===== src/rtl/fb_arb_pkg.sv =====
// Shared types and defaults for the scribble frame-RAM port arbiter.
//   arb_state_t  : arbiter FSM state (IDLE / CLEAR)
//   ADDR_W_DEF   : default RAM address width ({x[7:0], y[7:0]})
//   DATA_W_DEF   : default RAM word width (RGB bits)
//   CLR_VAL_DEF  : default word written by the clear sweep
package fb_arb_pkg;

    localparam int unsigned ADDR_W_DEF  = 16;
    localparam int unsigned DATA_W_DEF  = 3;
    localparam int unsigned CLR_VAL_DEF = 0;

    typedef enum logic {
        IDLE  = 1'b0,
        CLEAR = 1'b1
    } arb_state_t;

endpackage


===== src/rtl/fb_wr_fifo.sv =====
// Trace-write queue: synchronous FIFO of {addr, data} entries.
//   i_clk, i_rst   : clock, asynchronous active-high reset (to empty)
//   i_flush        : discard all entries (wins over push/pop)
//   i_push         : enqueue {i_addr, i_data}; ignored when full
//   i_pop          : drop the head entry; ignored when empty
//   o_full/o_empty : occupancy flags
//   o_head_addr/o_head_data : current head entry
module fb_wr_fifo #(
    parameter int unsigned ADDR_W = 16,
    parameter int unsigned DATA_W = 3,
    parameter int unsigned DEPTH  = 4
) (
    input  logic              i_clk,
    input  logic              i_rst,
    input  logic              i_flush,
    input  logic              i_push,
    input  logic              i_pop,
    input  logic [ADDR_W-1:0] i_addr,
    input  logic [DATA_W-1:0] i_data,
    output logic              o_full,
    output logic              o_empty,
    output logic [ADDR_W-1:0] o_head_addr,
    output logic [DATA_W-1:0] o_head_data
);

    localparam int unsigned PTR_W = $clog2(DEPTH);

    logic [ADDR_W+DATA_W-1:0] r_mem [DEPTH];
    logic [PTR_W:0]           r_wr_ptr;
    logic [PTR_W:0]           r_rd_ptr;
    logic                     w_push;
    logic                     w_pop;

    // Extra MSB is the wrap bit: equal indices with differing wrap bits means full.
    assign o_empty = (r_wr_ptr == r_rd_ptr);
    assign o_full  = (r_wr_ptr[PTR_W] != r_rd_ptr[PTR_W]) &&
                     (r_wr_ptr[PTR_W-1:0] == r_rd_ptr[PTR_W-1:0]);

    assign w_push = i_push && !o_full;
    assign w_pop  = i_pop && !o_empty;

    assign {o_head_addr, o_head_data} = r_mem[r_rd_ptr[PTR_W-1:0]];

    always_ff @(posedge i_clk or posedge i_rst) begin
        if (i_rst) begin
            r_wr_ptr <= '0;
            r_rd_ptr <= '0;
        end else if (i_flush) begin
            r_wr_ptr <= '0;
            r_rd_ptr <= '0;
        end else begin
            if (w_push) r_wr_ptr <= r_wr_ptr + 1'b1;
            if (w_pop)  r_rd_ptr <= r_rd_ptr + 1'b1;
        end
    end

    // Storage needs no reset; the pointers define which entries are valid.
    always_ff @(posedge i_clk) begin
        if (w_push && !i_flush) r_mem[r_wr_ptr[PTR_W-1:0]] <= {i_addr, i_data};
    end

endmodule


===== src/rtl/fb_port_arbiter.sv =====
// Owns the single port of the scribble frame RAM and shares it between the
// display read path, a whole-RAM clear sweep and queued pointer-trace writes.
//   clk, rst        : clock, asynchronous active-high reset
//   video_on/rd_addr: display read request (highest priority)
//   rd_data/rd_valid/rd_blank : read return, valid one cycle after grant, blanking
//   wr_req/wr_addr/wr_data    : one-cycle trace-write request into the queue
//   wr_full/wr_drop : queue full, request discarded this cycle
//   clr_start/clr_busy/clr_done : clear sweep control and status
//   ram_we/ram_addr/ram_din/ram_dout : RAM port (1-cycle read latency)
module fb_port_arbiter
    import fb_arb_pkg::*;
#(
    parameter int unsigned       ADDR_W     = ADDR_W_DEF,
    parameter int unsigned       DATA_W     = DATA_W_DEF,
    parameter int unsigned       FIFO_DEPTH = 4,
    parameter logic [DATA_W-1:0] CLR_VAL    = DATA_W'(CLR_VAL_DEF)
) (
    input  logic              clk,
    input  logic              rst,
    input  logic              video_on,
    input  logic [ADDR_W-1:0] rd_addr,
    output logic [DATA_W-1:0] rd_data,
    output logic              rd_valid,
    output logic              rd_blank,
    input  logic              wr_req,
    input  logic [ADDR_W-1:0] wr_addr,
    input  logic [DATA_W-1:0] wr_data,
    output logic              wr_full,
    output logic              wr_drop,
    input  logic              clr_start,
    output logic              clr_busy,
    output logic              clr_done,
    output logic              ram_we,
    output logic [ADDR_W-1:0] ram_addr,
    output logic [DATA_W-1:0] ram_din,
    input  logic [DATA_W-1:0] ram_dout
);

    arb_state_t        r_state;
    arb_state_t        w_state_nxt;
    logic [ADDR_W-1:0] r_clr_cnt;
    logic              r_clr_done;
    logic              r_rd_valid;

    logic              w_enter_clear;
    logic              w_clr_adv;
    logic              w_clr_last;
    logic              w_push;
    logic              w_pop;
    logic              w_full;
    logic              w_empty;
    logic [ADDR_W-1:0] w_head_addr;
    logic [DATA_W-1:0] w_head_data;

    assign w_enter_clear = (r_state == IDLE) && clr_start;
    assign w_clr_adv     = (r_state == CLEAR) && !video_on;
    assign w_clr_last    = w_clr_adv && (r_clr_cnt == '1);

    // Push into a full queue is dropped outright, even if the head pops this cycle.
    assign w_push = wr_req && (r_state == IDLE) && !clr_start && !w_full;
    assign w_pop  = !video_on && (r_state == IDLE) && !w_empty;

    fb_wr_fifo #(
        .ADDR_W (ADDR_W),
        .DATA_W (DATA_W),
        .DEPTH  (FIFO_DEPTH)
    ) u_wr_fifo (
        .i_clk       (clk),
        .i_rst       (rst),
        .i_flush     (w_enter_clear),
        .i_push      (w_push),
        .i_pop       (w_pop),
        .i_addr      (wr_addr),
        .i_data      (wr_data),
        .o_full      (w_full),
        .o_empty     (w_empty),
        .o_head_addr (w_head_addr),
        .o_head_data (w_head_data)
    );

    always_comb begin
        w_state_nxt = r_state;
        case (r_state)
            IDLE:    if (clr_start)  w_state_nxt = CLEAR;
            CLEAR:   if (w_clr_last) w_state_nxt = IDLE;
            default: w_state_nxt = IDLE;
        endcase
    end

    always_ff @(posedge clk or posedge rst) begin
        if (rst) begin
            r_state    <= IDLE;
            r_clr_cnt  <= '0;
            r_clr_done <= 1'b0;
            r_rd_valid <= 1'b0;
        end else begin
            r_state    <= w_state_nxt;
            r_clr_done <= w_clr_last;
            r_rd_valid <= video_on;
            if (w_enter_clear)  r_clr_cnt <= '0;
            else if (w_clr_adv) r_clr_cnt <= r_clr_cnt + 1'b1;
        end
    end

    // Grant mux; outputs forced idle while reset is asserted.
    always_comb begin
        ram_we   = 1'b0;
        ram_addr = '0;
        ram_din  = '0;
        if (!rst) begin
            if (video_on) begin
                ram_addr = rd_addr;
            end else if (r_state == CLEAR) begin
                ram_we   = 1'b1;
                ram_addr = r_clr_cnt;
                ram_din  = CLR_VAL;
            end else if (!w_empty) begin
                ram_we   = 1'b1;
                ram_addr = w_head_addr;
                ram_din  = w_head_data;
            end
        end
    end

    assign rd_data  = ram_dout;
    assign rd_valid = r_rd_valid;
    assign clr_busy = (r_state == CLEAR);
    assign rd_blank = clr_busy;
    assign clr_done = r_clr_done;
    assign wr_full  = w_full;
    assign wr_drop  = !rst && wr_req && !w_push;

endmodule


===== config.mk =====
export PLATFORM = sky130hd
export DESIGN_NAME = fb_port_arbiter
export DESIGN_NICKNAME = d
export VERILOG_FILES = /design/src/rtl/fb_arb_pkg.sv /design/src/rtl/fb_wr_fifo.sv /design/src/rtl/fb_port_arbiter.sv
export SDC_FILE = /design/constraint.sdc
export NUM_CORES = 1
export LEC_CHECK = 0
export CAP_MARGIN = 5
export CORE_MARGIN = 5
export CORE_UTILIZATION = 53
export DETAILED_ROUTE_END_ITERATION = 12
export PLACE_DENSITY = 0.82
export SLEW_MARGIN = 40
export SYNTH_ARGS = -nofsm -noshare
export SYNTH_HDL_FRONTEND = slang
export SYNTH_SLANG_ARGS = --single-unit

===== constraint.sdc =====
create_clock -name clk -period 5.6 [get_ports clk]
set_input_delay 1.12 -clock clk [delete_from_list [all_inputs] [get_ports clk]]
set_output_delay 1.12 -clock clk [all_outputs]
set_load 0.01 [all_outputs]

## Word-level counts from Yosys, hierarchy flattened

Memory sizes are Yosys's and may differ from the RTL's.
Cells that the tools add are included.

- Bits of input ports: 43
- Memories kept: 1
- Word-level logic and storage cells: 62
- Bits in registers: 25
- RAM bits: 76

Memories:

| memory | words | width | read ports | clocked after memory_dff | write ports | line | text |
|---|---|---|---|---|---|---|---|
| u_wr_fifo.r_mem | 4 | 19 | 1 | 0 | 1 | fb_wr_fifo.sv:28 | `logic [ADDR_W+DATA_W-1:0] r_mem [DEPTH];` |

- Add/sub/neg operators: 3
- Eq/ne operators: 4
- Bitwise operators: 1
- Reductions and logical operators: 24
- Mux-type cells: 23

Operators with widths:

| operator | count |
|---|---|
| 2-to-1 mux 16 bit | 6 |
| 2-to-1 mux 3 bit | 8 |
| adder 16 x 1 -> 16 bit, second input constant | 1 |
| equality test 16 bit, second input constant | 1 |
| logical AND 1 bit | 14 |
| 2-to-1 mux 1 bit | 8 |
| zero test 1 bit | 7 |
| adder 3 x 1 -> 3 bit, second input constant | 2 |
| nonzero test 2 bit | 3 |
| equality test 3 bit | 1 |
| equality test 2 bit | 1 |
| case mux 1 bit (2 select lines) | 1 |
| != test 1 bit | 1 |
| inverter 1 bit | 1 |

## Logic depth before layout (Yosys ltp)

Gate-level depths: netlist (run 1).

- Depth in word-level cells: 8
- Gate-level depth with buffers: 6
- Mapped depth without buffers: 5

## By module

Synthesis (run 1) repeated with hierarchy kept, for this count alone.

- Cell total of the unflattened synthesis: 332
- Area total of the unflattened synthesis: 4742.0 µm²

Modules (own cells, without submodules):

| module | times used | area each (µm²) | cells each | seq. area each (µm²) |
|---|---|---|---|---|
| fb_wr_fifo | 1 | 3296.9 | 164 | 2432.3 |
| fb_port_arbiter | 1 | 1445.1 | 168 | 475.5 |

## Worst setup path after synthesis (run 1)

No wires, ideal clock.

- Path kind: input-to-output
- Start: input rst
- End: output ram_addr[10]
- Stages on the path: 5
- Arrival time: 2.565 ns
- Path buffers: 2
- Slack: 1.915 ns
- Cell sequence: clkbuf_1 > inv_1 > nand2_2 > buf_2 > o22ai_1

- Word-level cells in the longest chain between the ends: 1

Ends and longest elaborated chain:

| element | line | text |
|---|---|---|
| start, declared | fb_port_arbiter.sv:19 | `input logic rst,` |
| 2-to-1 mux 16 bit | fb_port_arbiter.sv:110 | `if (!rst) begin` |
| end, declared | fb_port_arbiter.sv:34 | `output logic [ADDR_W-1:0] ram_addr,` |

Every way passes these cells.

## Final worst setup path (run 1)

- Start: input rst
- End: output ram_din[1]

- Word-level cells in the longest chain between the ends: 1

Ends and longest elaborated chain:

| element | line | text |
|---|---|---|
| 2-to-1 mux 3 bit | fb_port_arbiter.sv:110 |  |
| end, declared | fb_port_arbiter.sv:35 | `output logic [DATA_W-1:0] ram_din,` |

Every way passes these cells.

==> results_dict.tcl, run 1 <==
set metrics [dict create \
    num_io_pins 72 \
    p_per_area_nw_per_um2 281.4 \
    async_flop_share 0.2475 \
    critPathRequiredTime_ns 4.48 \
    yosysWarnings 0 \
    drt_iter0_drc 170 \
    antenna_found_initial 0 \
    finalMaxSlewViolations 0 \
    synth.largest_area_cell "edfxtp_1" \
    finalSetupTns_ns 0 \
    grt_pass1_wl_mm 14.87 \
    crit_start "rst" \
    skew_ns 0.01222 \
    syn_nets 378 \
    endpoint "ram_din[1]" \
    holdWs_ns 0.5115 \
    synthAdderAreaFrac 0.01658 \
    crit_slowest_cell "clkdlybuf4s50_1" \
    clk_latency_ns 0.36 \
    grt_pass1_vias 2945 \
    power_mw 1.525 \
    ys_seq_area_frac 0.6423 \
    synth_top_family_by_area "multiplexers" \
    slowest_delay_ns 0.80 \
    cts.sinks 101 \
    synth_edf_count 76 \
    final_nets 436 \
    core_um2 8258 \
    antennaDiodeCount 0 \
    yosysTopAreaCellShare 0.5041 \
    syn_to_final_growth_pct 19.76 \
    criticalPathCategory "input pin to primary output" \
    die_w_um 102.4 \
    tightest_slew_ns 0.8047 \
    synth_area_leaders "edfxtp_1 (50%), dfrtp_1 (14%), mux4_2 (9.5%), nand2_1 (2.7%), mux2i_1 (2.2%)" \
    critPathLaunchType "input pin" \
    drive_gt1_frac 0.1176 \
    end_kind "primary output" \
    routed_wl_mm 9.633 \
    synth-compound-area-share 0.06689 \
    synth_cell_types 37 \
    grt_max_degree 35 \
    cts_resized 0 \
    r2r_cells 5 \
    clockBufferDepth 2 \
    seqCellArea_um2 2908 \
    timing.rr.start "u_wr_fifo.r_rd_ptr[0]$_DFFE_PP0P_" \
    grt_overflow_total 0 \
    synthMuxAreaShare 0.1166 \
    final-hold-violation-count 0 \
    vias_per_cell 5.877 \
    cts-hold-fix-buffers 0 \
    dp_hpwl_mm 6.524 \
    ff2ff_setup_slack_ns 3.13 \
    synth_most_common_cell "edfxtp_1" \
    r2r-end "u_wr_fifo.r_mem[0][6]$_DFFE_PP_" \
    p_leak_nw 2.016 \
    numPortBuffers 65 \
    avgSynthCellArea_um2 13.76 \
    worstHoldStart "r_clr_cnt[12]$_DFFE_PP0P_" \
    syn_inst 329 \
    rsz0062_at_grt "no" \
    post-route-period-util 0.7933 \
    dr.pass1.iters 5 \
    synthTopCellsByCount "edfxtp_1 (76), nand2_1 (32), dfrtp_1 (25)" \
    max_cap_violations 0 \
    hold_class "flop to flop" \
    synth_xor_area_frac 0.01161 \
    critical_path_arrival_ns 3.32 \
    slew_headroom 0.4636 \
    grt.total_usage 0.1909 \
    setup_violations 0 \
    cp_cell_sequence "clkdlybuf4s50_1 > inv_1 > buf_4 > and3_1 > clkdlybuf4s50_1" \
    multiInputGateArea_um2 1435 \
    num_rows 33 \
    ctsRootBufferMaster "clkbuf_8" \
    drc 0 \
    min_path_cells 1 \
    fmax_mhz 225.1 \
    vias 2915 \
    ant_nets 0 \
    cts_buffers 9 \
    gp_congestion 0.8622 \
    cts_tree "done" \
    setup_ws_ns 1.158 \
    syn_area_um2 4527 \
    synthFlopType "edfxtp_1" \
    dieHeight_um 102.4 \
    post-place-ws_ns 1.169 \
    dieArea_um2 10490 \
    fill_cells 600 \
    h-tree-depth 3 \
    clkSlewWorstSetupHoldPaths_ns 0.10 \
    synthSimpleGateAreaFrac 0.1042 \
    start_util 0.5482 \
    cp_max_fo 29 \
    path_common_cell "clkdlybuf4s50_1" \
    cts_setup_buffers 0 \
    post-route-min-period_ns 4.442 \
    wl_per_cell_um 19.42 \
    status "finished clean" \
    ir_drop_v 0.0001670 \
    ys_ff_latch 101 \
]
## area by class of cell
type | instances | area share
inverters | 23 | 0.01592
multi-input cells | 183 | 0.2647
flip-flops and latches | 101 | 0.5363
clock buffers | 9 | 0.02285
clock inverters | 6 | 0.01039
well taps | 105 | 0.02423
repair buffers | 69 | 0.1255
## state kept, by name, summed over array words and instances (netlist names)
name / cells
u_wr_fifo.r_mem: 76
r_clr_cnt: 16
u_wr_fifo.r_rd_ptr: 3
u_wr_fifo.r_wr_ptr: 3
clr_busy: 1
clr_done: 1
rd_valid: 1
## metrics by stage
stage | util | area, µm² | cells
2_1_floorplan | - | 4527 | 329
4_1_cts | 0.6565 | 5421 | 496
3_3_place_gp | 0.6341 | 5236 | 481
6_report | 0.6565 | 5421 | 496
5_1_grt | 0.6565 | 5421 | 496
3_5_place_dp | 0.6347 | 5241 | 481
## power by group
part,total (mW),switching (mW),internal (mW)
Sequential,0.864,0.0352,0.829
Combinational,0.235,0.115,0.120
Clock,0.426,0.257,0.169
## placed cells by master (no fill, tap or decap), drive strengths merged, types with 2 or more instances in the layout
| cell | count |
|---|---|
| a21oi | 18 |
| a22oi | 2 |
| a311oi | 2 |
| and2 | 7 |
| and3 | 9 |
| and4 | 2 |
| buf | 4 |
| clkbuf | 9 |
| clkdlybuf4s50 | 65 |
| dfrtp | 25 |
| edfxtp | 76 |
| ha | 6 |
| inv | 27 |
| mux2i | 10 |
| mux4 | 19 |
| nand2 | 33 |
| nand3 | 5 |
| nand3b | 2 |
| nand4 | 8 |
| nor2 | 22 |
| nor2b | 3 |
| o21ai | 3 |
| o22ai | 16 |
| xnor2 | 4 |
| xor2 | 2 |
## worst max-delay path: cells and delay by family
family                 cells  cell delay (ns)
buffers and inverters      4             1.96
AND/OR/NAND/NOR            1             0.23
## worst min path at each step
stage / endpoint
3_3_place_gp: r_clr_cnt[9]$_DFFE_PP0P_
6_report: r_clr_cnt[12]$_DFFE_PP0P_
4_1_cts: r_clr_cnt[12]$_DFFE_PP0P_
3_5_place_dp: r_clr_cnt[12]$_DFFE_PP0P_
5_1_grt: r_clr_cnt[14]$_DFFE_PP0P_
2_1_floorplan: r_clr_cnt[9]$_DFFE_PP0P_
## layer usage
metal | track usage | part of all wire | wire length [µm]
met1 | 0.2549 | 0.40 | 3826
met2 | 0.3059 | 0.50 | 4778
met3 | 0.04369 | 0.082 | 786
met4 | 0.07568 | 0.025 | 241
met5 | 0 | 0 | 0
## kinds of logic (layout without fill, tap and decap cells)
kind of cell | Yosys count | after routing
adder cells (fa/ha/maj) | 6 | 6
flip-flops | 101 | 101
XOR/XNOR | 6 | 6
buffers and inverters | 45 | 107
AND/OR/NAND/NOR | 96 | 96
AO/OA/AOI/OAI | 46 | 46
multiplexers | 29 | 29
Note: power is estimated with default switching activity, not from simulation.
==> run 2: changes to the inputs <==
- clock period: 5.6 -> 4.2 ns (I/O delays scaled with it)
==> run 2 against run 1 <==
Design area grew 1.3%. Die area is the same. Non-clock buffer count grew 7. Largest power group unchanged. Sequential power grew 33%.
==> results_dict.tcl, run 2 (same netlist as run 1, synthesis figures left out) <==
set metrics [dict create \
    largest_reg_flops 76 \
    critPathLaunchType "input pin" \
    num_io_pins 72 \
    crit_slowest_cell "clkdlybuf4s50_1" \
    cts_buffers 9 \
    h-tree-depth 3 \
    vias 2889 \
    clk_latency_ns 0.36 \
    grt.total_usage 0.1984 \
    gp_congestion 0.8677 \
    num_rows 33 \
    fmax_mhz 273.3 \
    cp_max_fo 16 \
    clkSlewWorstSetupHoldPaths_ns 0.10 \
    finalMaxSlewViolations 0 \
    slowest_delay_ns 0.59 \
    post-route-min-period_ns 3.660 \
    p_leak_nw 2.063 \
    ant_nets 0 \
    dp_hpwl_mm 6.887 \
    max_cap_violations 0 \
    grt_max_degree 35 \
    ff2ff_setup_slack_ns 1.96 \
    cp_cell_sequence "clkdlybuf4s50_1 > inv_1 > nand2_2 > o22ai_1 > clkdlybuf4s50_1" \
    dr.pass1.iters 4 \
    drt_iter0_drc 146 \
    cts_resized 0 \
    setup_violations 0 \
    post-route-period-util 0.8713 \
    ctsRootBufferMaster "clkbuf_8" \
    status "finished clean" \
    drive_gt1_frac 0.1228 \
    critical_path_arrival_ns 2.82 \
    finalSetupTns_ns 0 \
    wl_per_cell_um 19.23 \
    start_util 0.5482 \
    end_kind "primary output" \
    skew_ns 0.01294 \
    wl_met2_mm 5.126 \
    p_per_area_nw_per_um2 381.7 \
    slew_headroom 0.4882 \
    criticalPathCategory "input pin to primary output" \
    dieArea_um2 10490 \
    critPathRequiredTime_ns 3.36 \
    cts-hold-fix-buffers 0 \
    die_w_um 102.4 \
    cts_tree "done" \
    final_common_cell "edfxtp_1" \
    power_mw 2.096 \
    final-hold-violation-count 0 \
    tightest_slew_ns 0.7677 \
    dieHeight_um 102.4 \
    final_nets 443 \
    grt_pass1_vias 2943 \
    most-common-layout-cells "edfxtp_1 (76), clkdlybuf4s50_1 (65), nand2_1 (32)" \
    syn_to_final_growth_pct 21.34 \
    wl_met1_mm 3.999 \
    core_um2 8258 \
    antenna_found_initial 0 \
    routed_wl_mm 9.692 \
    cts_setup_buffers 0 \
    path_common_cell "clkdlybuf4s50_1" \
    drc 0 \
    met3_length_um 475 \
    ir_drop_v 0.0003142 \
    antennaDiodeCount 0 \
    rsz0062_at_grt "no" \
    grt_pass1_wl_mm 15.47 \
    numPortBuffers 65 \
    hold_class "flop to flop" \
    vias_per_cell 5.732 \
    top_layer_used "met4" \
    clockBufferDepth 2 \
    cts.sinks 101 \
    grt_overflow_total 0 \
]
-- run 2: cell types whose count changed in the layout (fill, tap and decap cells not counted) --
cell,change
inv_6,+1
buf_4,+7
and2_2,-4
clkbuf_1,+1
clkinvlp_4,-1
and2_1,+4
inv_8,-1
bufinv_16,+1
-- run 2: per-layer routing --
metal,up-vias,global-route usage
met1,1457,0.2545
met4,0,0.05449
li1,1355,-
met2,69,0.3406
met5,-,0
met3,8,0.04505
-- run 2: area by class of cell --
class / count / area (µm²)
timing repair buffer: 76 / 733.2
fill: 605 / 2765
clock inverter: 6 / 76.32
sequential: 101 / 2908
tap: 105 / 131.4
inverter: 23 / 86.33
multi-input combinational: 183 / 1430
clock buffer: 10 / 127.6
-- run 2: metrics by stage --
step	cells	hold WS [ns]	setup WS [ns]	utilization	instance area, µm²
3_5_place_dp	488	0.4904	0.5651	0.6405	5289
6_report	504	0.5039	0.5404	0.6652	5493
5_1_grt	504	0.5230	0.4349	0.6652	5493
3_3_place_gp	488	0.4733	0.6235	0.6405	5289
4_1_cts	504	0.5038	0.5617	0.6652	5493
2_1_floorplan	329	0.4522	1.075	-	4527
-- run 2: worst paths after layout --
| path | start | to | depth (start not counted) |
|---|---|---|---|
| min reg2reg | r_clr_cnt[5]$_DFFE_PP0P_ | r_clr_cnt[5]$_DFFE_PP0P_ | 1 |
| min | r_clr_cnt[5]$_DFFE_PP0P_ | r_clr_cnt[5]$_DFFE_PP0P_ | 1 |
| max in group asynchronous | rst | r_clr_cnt[10]$_DFFE_PP0P_ | 3 |
| max | rst | ram_addr[10] | 5 |
| max reg2reg | u_wr_fifo.r_rd_ptr[1]$_DFFE_PP0P_ | u_wr_fifo.r_mem[1][12]$_DFFE_PP_ | 6 |
| min in group asynchronous | rst | u_wr_fifo.r_wr_ptr[2]$_DFFE_PP0P_ | 2 |
-- run 2: critical path: cells and delay by family --
family	cells	cell delay (ns)
AOI/OAI and AO/OA	1	0.30
buffers and inverters	3	1.34
and+or+nand+nor	1	0.33
-- run 2: where the power goes --
group,switching [mW],internal (mW),leakage (nW)
Combinational,0.155,0.162,0.952
Sequential,0.0468,1.10,1.01
Clock,0.340,0.288,0.104
